--- src/rtl/audio_sched_pkg.sv ---
// rtl/audio_sched_pkg.sv - shared types, constants and saturation helper for the audio frame scheduler
package audio_sched_pkg;

    localparam int SAMPLE_W = 16;
    localparam logic [SAMPLE_W-1:0] SAT_MAX = 16'h7FFF;
    localparam logic [SAMPLE_W-1:0] SAT_MIN = 16'h8000;

    typedef enum logic [2:0] {
        IDLE,
        WAIT,
        FETCH,
        MIX,
        OUT
    } sched_state_t;

    // Clamp a 17-bit signed sum to the 16-bit signed range. The sum overflowed
    // exactly when its two top bits disagree; the top bit gives the direction.
    function automatic logic [SAMPLE_W-1:0] saturate(input logic [SAMPLE_W:0] sum);
        if (sum[SAMPLE_W] != sum[SAMPLE_W-1]) begin
            return sum[SAMPLE_W] ? SAT_MIN : SAT_MAX;
        end
        return sum[SAMPLE_W-1:0];
    endfunction

endpackage

--- src/rtl/audio_frame_scheduler_sample_fifo.sv ---
// rtl/audio_frame_scheduler_sample_fifo.sv - synchronous sample FIFO with flush
//
// Ports:
//   clk, reset   system clock, synchronous active-high reset
//   flush        empties the FIFO on the next edge (takes priority over push/pop)
//   push, din    write din when not full
//   pop          advance the read pointer when not empty
//   dout         current head entry (combinational read)
//   full, empty  status from the extra pointer MSB
module sample_fifo
    import audio_sched_pkg::*;
#(
    parameter int DEPTH = 4,
    parameter int WIDTH = SAMPLE_W
) (
    input  logic             clk,
    input  logic             reset,
    input  logic             flush,
    input  logic             push,
    input  logic [WIDTH-1:0] din,
    input  logic             pop,
    output logic [WIDTH-1:0] dout,
    output logic             full,
    output logic             empty
);

    localparam int AW = $clog2(DEPTH);
    localparam logic [AW:0] PTR_ONE = 1;

    logic [WIDTH-1:0] mem [DEPTH];
    logic [AW:0]      wr_ptr;
    logic [AW:0]      rd_ptr;
    logic             do_push;
    logic             do_pop;

    // Pointers carry one wrap bit: equal pointers mean empty, equal index
    // with differing wrap bit means full.
    assign empty   = (wr_ptr == rd_ptr);
    assign full    = (wr_ptr[AW] != rd_ptr[AW]) && (wr_ptr[AW-1:0] == rd_ptr[AW-1:0]);
    assign do_push = push & ~full & ~flush & ~reset;
    assign do_pop  = pop & ~empty;
    assign dout    = mem[rd_ptr[AW-1:0]];

    always_ff @(posedge clk) begin
        if (reset || flush) begin
            wr_ptr <= '0;
            rd_ptr <= '0;
        end else begin
            if (do_push) wr_ptr <= wr_ptr + PTR_ONE;
            if (do_pop)  rd_ptr <= rd_ptr + PTR_ONE;
        end
    end

    always_ff @(posedge clk) begin
        if (do_push) mem[wr_ptr[AW-1:0]] <= din;
    end

endmodule

--- src/rtl/audio_frame_scheduler.sv ---
// rtl/audio_frame_scheduler.sv - mixes two buffered sample sources into one audio word per LRCK frame
//
// Ports:
//   clk, reset            system clock, synchronous active-high reset
//   enable                0 = mute, flush FIFOs and idle
//   aud_lrck              asynchronous LRCK; rising edge starts a frame update
//   s0_data/valid/ready   source 0 (tone synth) sample stream
//   s1_data/valid/ready   source 1 (playback) sample stream
//   gain0, gain1          arithmetic right-shift per source
//   audiodata             saturated mix, held for the whole frame
//   frame_tick            1-cycle pulse when audiodata updates
//   underrun              per-source pulse: FIFO empty at frame fetch
//   under_cnt0/1          saturating underrun counters (AUDIO_SCHED_STATS_EN only)
module audio_frame_scheduler
    import audio_sched_pkg::*;
#(
    parameter int FIFO_DEPTH  = 4,
    parameter int SYNC_STAGES = 2
) (
    input  logic                clk,
    input  logic                reset,
    input  logic                enable,
    input  logic                aud_lrck,
    input  logic [SAMPLE_W-1:0] s0_data,
    input  logic                s0_valid,
    output logic                s0_ready,
    input  logic [SAMPLE_W-1:0] s1_data,
    input  logic                s1_valid,
    output logic                s1_ready,
    input  logic [2:0]          gain0,
    input  logic [2:0]          gain1,
    output logic [SAMPLE_W-1:0] audiodata,
    output logic                frame_tick,
    output logic [1:0]          underrun
`ifdef AUDIO_SCHED_STATS_EN
    ,
    output logic [15:0]         under_cnt0,
    output logic [15:0]         under_cnt1
`endif
);

    sched_state_t         state;
    logic [SYNC_STAGES-1:0] lrck_sync;
    logic                 lrck_prev;
    logic                 lrck_rise;
    logic [SAMPLE_W-1:0]  last0;
    logic [SAMPLE_W-1:0]  last1;
    logic [SAMPLE_W:0]    sum_q;
    logic [SAMPLE_W:0]    sum_next;
    logic signed [SAMPLE_W-1:0] a0;
    logic signed [SAMPLE_W-1:0] a1;
    logic [SAMPLE_W-1:0]  f0_dout;
    logic [SAMPLE_W-1:0]  f1_dout;
    logic                 f0_full, f0_empty, f1_full, f1_empty;
    logic                 fifo_flush;

    assign fifo_flush = ~enable;
    assign s0_ready   = enable & ~reset & ~f0_full;
    assign s1_ready   = enable & ~reset & ~f1_full;

    // The edge register keeps tracking LRCK even while idle so that enabling
    // mid-frame (LRCK already high) never produces a spurious rise.
    assign lrck_rise = lrck_sync[SYNC_STAGES-1] & ~lrck_prev;

    assign a0       = $signed(last0) >>> gain0;
    assign a1       = $signed(last1) >>> gain1;
    assign sum_next = {a0[SAMPLE_W-1], a0} + {a1[SAMPLE_W-1], a1};

    sample_fifo #(.DEPTH(FIFO_DEPTH), .WIDTH(SAMPLE_W)) u_fifo0 (
        .clk   (clk),
        .reset (reset),
        .flush (fifo_flush),
        .push  (s0_valid & s0_ready),
        .din   (s0_data),
        .pop   ((state == FETCH) & ~f0_empty),
        .dout  (f0_dout),
        .full  (f0_full),
        .empty (f0_empty)
    );

    sample_fifo #(.DEPTH(FIFO_DEPTH), .WIDTH(SAMPLE_W)) u_fifo1 (
        .clk   (clk),
        .reset (reset),
        .flush (fifo_flush),
        .push  (s1_valid & s1_ready),
        .din   (s1_data),
        .pop   ((state == FETCH) & ~f1_empty),
        .dout  (f1_dout),
        .full  (f1_full),
        .empty (f1_empty)
    );

    always_ff @(posedge clk) begin
        if (reset) begin
            state      <= IDLE;
            lrck_sync  <= '0;
            lrck_prev  <= 1'b0;
            last0      <= '0;
            last1      <= '0;
            sum_q      <= '0;
            audiodata  <= '0;
            frame_tick <= 1'b0;
            underrun   <= 2'b00;
        end else begin
            lrck_sync  <= {lrck_sync[SYNC_STAGES-2:0], aud_lrck};
            lrck_prev  <= lrck_sync[SYNC_STAGES-1];
            frame_tick <= 1'b0;
            underrun   <= 2'b00;
            if (!enable) begin
                // Abandon any frame in flight: no tick, muted output.
                state     <= IDLE;
                last0     <= '0;
                last1     <= '0;
                sum_q     <= '0;
                audiodata <= '0;
            end else begin
                case (state)
                    IDLE: state <= WAIT;
                    WAIT: if (lrck_rise) state <= FETCH;
                    FETCH: begin
                        // An empty source repeats its previous sample.
                        if (!f0_empty) last0 <= f0_dout;
                        if (!f1_empty) last1 <= f1_dout;
                        underrun <= {f1_empty, f0_empty};
                        state    <= MIX;
                    end
                    MIX: begin
                        sum_q <= sum_next;
                        state <= OUT;
                    end
                    OUT: begin
                        audiodata  <= saturate(sum_q);
                        frame_tick <= 1'b1;
                        state      <= WAIT;
                    end
                    default: state <= IDLE;
                endcase
            end
        end
    end

`ifdef AUDIO_SCHED_STATS_EN
    always_ff @(posedge clk) begin
        if (reset || !enable) begin
            under_cnt0 <= '0;
            under_cnt1 <= '0;
        end else begin
            if (underrun[0] && under_cnt0 != 16'hFFFF) under_cnt0 <= under_cnt0 + 16'd1;
            if (underrun[1] && under_cnt1 != 16'hFFFF) under_cnt1 <= under_cnt1 + 16'd1;
        end
    end
`endif

endmodule

--- config.mk ---
export PLATFORM = sky130hd
export DESIGN_NAME = audio_frame_scheduler
export DESIGN_NICKNAME = d
export VERILOG_FILES = /design/src/rtl/audio_sched_pkg.sv /design/src/rtl/audio_frame_scheduler_sample_fifo.sv /design/src/rtl/audio_frame_scheduler.sv
export SDC_FILE = /design/constraint.sdc
export NUM_CORES = 1
export LEC_CHECK = 0
export ABC_AREA = 1
export CAP_MARGIN = 10
export CORE_UTILIZATION = 25
export CTS_CLUSTER_SIZE = 16
export DETAILED_ROUTE_END_ITERATION = 6
export DONT_BUFFER_PORTS = 1
export HOLD_SLACK_MARGIN = 0.06
export PLACE_DENSITY = 0.39
export SLEW_MARGIN = 20
export SYNTH_ARGS = -nofsm -noshare
export SYNTH_HDL_FRONTEND = slang
export SYNTH_SLANG_ARGS = --single-unit
--- constraint.sdc ---
create_clock -name clk -period 2.46 [get_ports clk]
set_clock_uncertainty 0.15 [all_clocks]
set_input_delay 0.246 -clock clk [delete_from_list [all_inputs] [get_ports clk]]
set_output_delay 0.246 -clock clk [all_outputs]
set_load 0.01 [all_outputs]
# After elaboration in Yosys (flattened, before gate mapping)
# Memories as Yosys holds them, arrays and structs flattened. A register that Yosys moved wholly into a read port is not among the register bits.
# Cells that the tools add are included.
# totals
n_memories	2
inputBits	44
reg_bits	54
out_inout_bits	21
word_cells	79
mem_bits_rw	128
# op_classes
n_bitwise	24
muxes	14
n_eq_ne	12
addsub	5
reduce_logical	9
shifts	2
# memory_table
memory	depth	width	rd	rd_ports_with_merged_regs	wr	line	rtl
u_fifo0.mem	4	16	1	1	1	audio_frame_scheduler_sample_fifo.sv:30	logic [WIDTH-1:0] mem [DEPTH];
u_fifo1.mem	4	16	1	1	1	audio_frame_scheduler_sample_fifo.sv:30	
# op_table
cell	count
$mux W16	3
$sshr A16 B3 Y16	2
$add A16 B16 Y17	1
$and A1 B1 Y1	16
$add A3 B1 Y3 const B	4
$pmux W3 S4	1
$mux W1	9
$not A1 Y1	8
$eq A3 B2 Y1 const B	2
$eq A3 B3 Y1	2
$eq A2 B2 Y1	2
$reduce_and A2 Y1	2
$reduce_or A2 Y1	2
$eq A3 B1 Y1 const B	1
$eq A3 B3 Y1 const B	1
$logic_not A3 Y1	1
$mux W3	1
$ne A1 B1 Y1	3
$reduce_or A3 Y1	1
$logic_and A1 B1 Y1	2
$ne A2 B2 Y1 const B	1
$logic_or A1 B1 Y1	1

# Logic depth before layout (Yosys ltp)
# depth
ltp_word	10
depth_mapped	21
mapped_depth_nobuf	19

# Hierarchy
# From an unflattened synthesis, not the netlist that was laid out.
# unflattened
cells_unflattened	1176
area_unflattened_um2	10344.9
# by_module_without_submodules
mod	seq_area_each_um2	instances	cells_per_inst	area_per_inst_um2
sample_fifo	2082.0	2	228	2874.0
audio_frame_scheduler	1481.4	1	720	4596.9

# Least setup slack after synthesis
# OpenSTA, ideal clock, no wires.
# synth_path
path_kind	input -> register
start	input port gain0[0]
end	register sum_q[16]
slack_ns	-0.035
setup_time_ns	0.109
t_required_ns	2.201
n_path_buf	2
t_arrival_ns	2.236
stages	18
cell_sequence	buf_2 -> buf_2 -> mux2i_1 -> nand2_1 -> nand3_1 -> nand2_1 -> ha_1 -> fa_1 -> nand2_1 -> nand2_1 -> nand3_1 -> nand2_1 -> nand2_1 -> nand2_1 -> nand2_1 -> nand3_1 -> nand2_1 -> inv_1
# synth_between
elab_chain_cells	2
# synth_rtl
item	line	rtl
start, declared	audio_frame_scheduler.sv:30	input logic [2:0] gain0,
$sshr A16 B3 Y16	audio_frame_scheduler.sv:65	assign a0 = $signed(last0) >>> gain0;
$add A16 B16 Y17	audio_frame_scheduler.sv:67	assign sum_next = {a0[SAMPLE_W-1], a0} + {a1[SAMPLE_W-1], a1};
end signal, assigned	audio_frame_scheduler.sv:128	sum_q <= sum_next;
end, declared	audio_frame_scheduler.sv:48	logic [SAMPLE_W:0] sum_q;
# Every way passes these cells.
# A chain may end at the register's enable or synchronous reset.

# Worst setup path after layout
# layout_path
start	register last0[5], read port of u_fifo0.mem
end	register sum_q[14]
# layout_between
elab_chain_cells	2
# layout_rtl
item	line	rtl
start, declared	audio_frame_scheduler.sv:46	logic [SAMPLE_W-1:0] last0;
$sshr A16 B3 Y16	audio_frame_scheduler.sv:65	
$add A16 B16 Y17	audio_frame_scheduler.sv:67	
# Every way passes these cells.

==> results.toml <==
[detailed_routing]
drt-initial-drc-count = 309
totalWireLength_um = 26130
vias_per_cell = 4.340
first_pass_iters = 5
ant_nets = 0
post_drt_wl_per_cell_um = 14.74
drcViolationCount = 0
dr_total_vias = 7694

[yosys]
yosys.area_share.simple_pct = 18.57
avgSynthCellArea_um2 = 8.875
yosys-mux-area-fraction_pct = 2.683
postSynthCellCount = 1135
synth_top_area_share_pct = 38.16
synth_top_cell_by_area = "edfxtp_1"
synth-seq-area-share_pct = 55.25
synth_nets = 1208
synth_area_um2 = 10070
ys_warn_count = 0
synth_compound_area_share_pct = 11.91
synthAdderAreaFrac_pct = 3.677
synth_cell_types = 32
postSynthRegisterBits = 214
synthXorXnorAreaFrac_pct = 1.304
synth.area.top_cells = "edfxtp_1 38%, dfxtp_1 17%, nand2_1 8.7%, o21ai_0 6.9%, nor2_1 6.3%"
synth_top_family_by_area = "simple AND/OR/NAND/NOR gates"

[worst_setup_path]
critical_path_buf_inv_count = 2
crit_top_cell = "nand2_2"
end_kind = "flop"
critPathKind = "flop to flop"
slowest_delay_ns = 0.37
worst-endpoint-arrival_ns = 2.67
path_delay_family = "simple AND/OR/NAND/NOR gates"
crit_chain = "mux2i_2, buf_4, o21ai_4, nand2_2, nand2_4, ha_4, fa_2, nand2_2, nand2_2, nand3b_1, nand2_2, nand2_2, nand2_1, nand2_1, nand3_1, nand2_1, inv_1"
worstPathRequired_ns = 2.75
cp_max_fo = 3
critPathSlowestCell = "fa_2"
crit_path_start_kind = "flop"

[placement]
place_inst = 1682
io_buffers = 0
place_congestion = 0.8384
hpwl_um = 18280

[sta]
slew_violations = 0
fin_crit_ns = 2.380
max_freq_mhz = 420.1
finalHoldViolations = 0
rsz0062_at_grt = "yes"
maxSlewHeadroom_pct = 39.92
setup_viol = 0
fin_crit_sh_pct = 96.76
worst_pin_slew_ns = 0.9003

[layout]
final_nets = 1300
drive_gt1_share_pct = 15.96
instances_no_fill = 1773
final_core_util_pct = 31.68
final_cell_mix = "207 x nand2_1, 166 x nor2_1, 128 x edfxtp_1, 110 x o21ai_0, 92 x inv_1"
fill_cells = 4203
final_common_cell = "nand2_1"
area_growth_syn_to_layout_pct = 24.97

[power_and_ir_drop]
ir_drop_mv = 0.4200
switchingPower_uw = 1807
power_uw = 8156
power.density_nw_per_um2 = 647.9
p_sw_share_pct = 22.16
p_leak_uw = 0.004964
pwr-share-seq_pct = 46.9
intPower_uw = 6349
p_clk_share_pct = 46.8
power_frac_comb_pct = 6.3

[floorplan]
die_x_um = 202.7
core-area_um2 = 39730
die_area_um2 = 41100
initial_core_util_pct = 25.35
ioPinCount = 65
die_h_um = 202.7
rows = 73

[worst_hold_path]
hold_path_class = "input port to flop"

[clocking]
cts_buffers = 26
clk_pin_slew_ns = 0.06
cts_sinks = 214
htreeDepth = 1
clk_path_buf_depth = 3
cts_root_buf = "clkbuf_16"
tritoncts = "yes"
clk_latency_ns = 0.54

[grt]
grt_max_degree = 35
grt_pass1_vias = 7574
gr-total-overflow = 0
antenna_found_initial = 1
track_usage_pct = 12.82
grt_pass1_wl_um = 41680

[outcome]
status = "completed"

[job]
drv_cap = 0
## sequential cells by signal (all words and copies together) (netlist names), 3 cells and up
register and cells:
state 3, audiodata 16, u_fifo0.rd_ptr 3, last1 16
u_fifo1.mem 64, u_fifo0.mem 64, u_fifo1.rd_ptr 3, last0 16
u_fifo0.wr_ptr 3, sum_q 17, u_fifo1.wr_ptr 3
## per-layer routing
metal  up-vias  share of wire (%)  global-route usage, %
li1       4001                  -                      -
met1      3564                 48                  16.93
met2        93                 45                  20.94
met3        36                4.3                  2.552
met4         0                2.3                  4.108
met5         -                  0                      0
## stage by stage
stage          hold WS [ns]  instance area, µm²  worst slack [ns]  TNS (ns)
2_1_floorplan        0.1672               10080           0.04390         0
3_3_place_gp         0.1709               11040           -0.1362    -1.145
3_5_place_dp         0.1702               11040           -0.1609    -1.388
4_1_cts             0.06812               12320          0.004554         0
5_1_grt              0.1084               12590           -0.1184   -0.5755
6_report            0.08955               12590           0.07974         0
## Yosys cell counts
library cell    n
dfxtp_1        86
buf_4           6
o21ai_1        13
o21ai_2         1
inv_1          92
nor2_1        169
nand2_1       233
clkinv_1        3
fa_1            1
inv_2           5
edfxtp_1      128
a31oi_1        17
clkbuf_4        1
mux2i_1        27
or2_2           2
o21ai_0       138
a21oi_1        24
buf_2          19
nor3_1          5
nor3_4          2
clkbuf_1       25
nand2_2         2
buf_6           4
nor2_2          1
buf_1           1
nand3_1        53
xnor2_1         4
ha_1           28
xor2_1         11
o211ai_1        2
nand3b_1        1
o22ai_1        31
## worst paths after layout
check,startpoint,end,slack (ns),cells after the start
worst max register to register,last0[5]$_SDFFE_PP0P_,sum_q[14]$_SDFFE_PP0N_,0.08,17
worst min register to register,lrck_sync[0]$_SDFF_PP0_,lrck_sync[1]$_SDFF_PP0_,0.26,2
worst max-delay path,last0[5]$_SDFFE_PP0P_,sum_q[14]$_SDFFE_PP0N_,0.08,17
worst min-delay path,gain1[2],sum_q[1]$_SDFFE_PP0N_,0.09,5
## power groups by stage
stage / Clock [µW] / Combinational [µW] / Sequential [µW]
after floorplan: 0 / 257 / 3910
after global placement: 0 / 397 / 3910
after detailed placement: 0 / 397 / 3910
after CTS: 3960 / 476 / 3830
after global routing: 4080 / 578 / 3830
final: 3810 / 513 / 3830
## cell families (layout without fill, tap and decap cells)
logic type | Yosys count | count (layout)
flops | 214 | 214
xor+xnor | 15 | 15
compound gates | 226 | 226
buf+inv | 156 | 268
simple gates | 468 | 468
mux | 27 | 27
other cells | 0 | 1
fa+ha+maj | 29 | 29
## final cells by class
cell class              count  area (µm²)  share of cell area (%)
diodes                      1       2.502                 0.01988
clock buffers              34       732.0                   5.815
clock inverters            14       128.9                   1.024
inverters                 100       375.4                   2.982
multi-input cells         765        4120                   32.73
flip-flops and latches    214        5574                   44.28
well taps                 525       656.9                   5.218
repair buffers            120       998.5                   7.932
## worst reg2reg max path: stages (launching register included)
cell	delay (ns)
dfxtp_4	0.36
mux2i_2	0.17
buf_4	0.15
o21ai_4	0.05
nand2_2	0.08
nand2_4	0.07
ha_4	0.17
fa_2	0.37
nand2_2	0.08
nand2_2	0.07
nand3b_1	0.12
nand2_2	0.10
nand2_2	0.08
nand2_1	0.05
nand2_1	0.06
nand3_1	0.06
nand2_1	0.07
inv_1	0.04
## repair_timing
| action | in CTS | in global routing |
|---|---|---|
| hold buffers | 39 | 0 |
| gates resized for setup | 15 | 82 |
| pin swaps | 1 | 14 |
| endpoints found under the setup margin | 12 | 14 |
| buffers inserted | 0 | 3 |
| endpoints found under the hold margin | 194 | 0 |
Power figures use the tool's default switching activity.
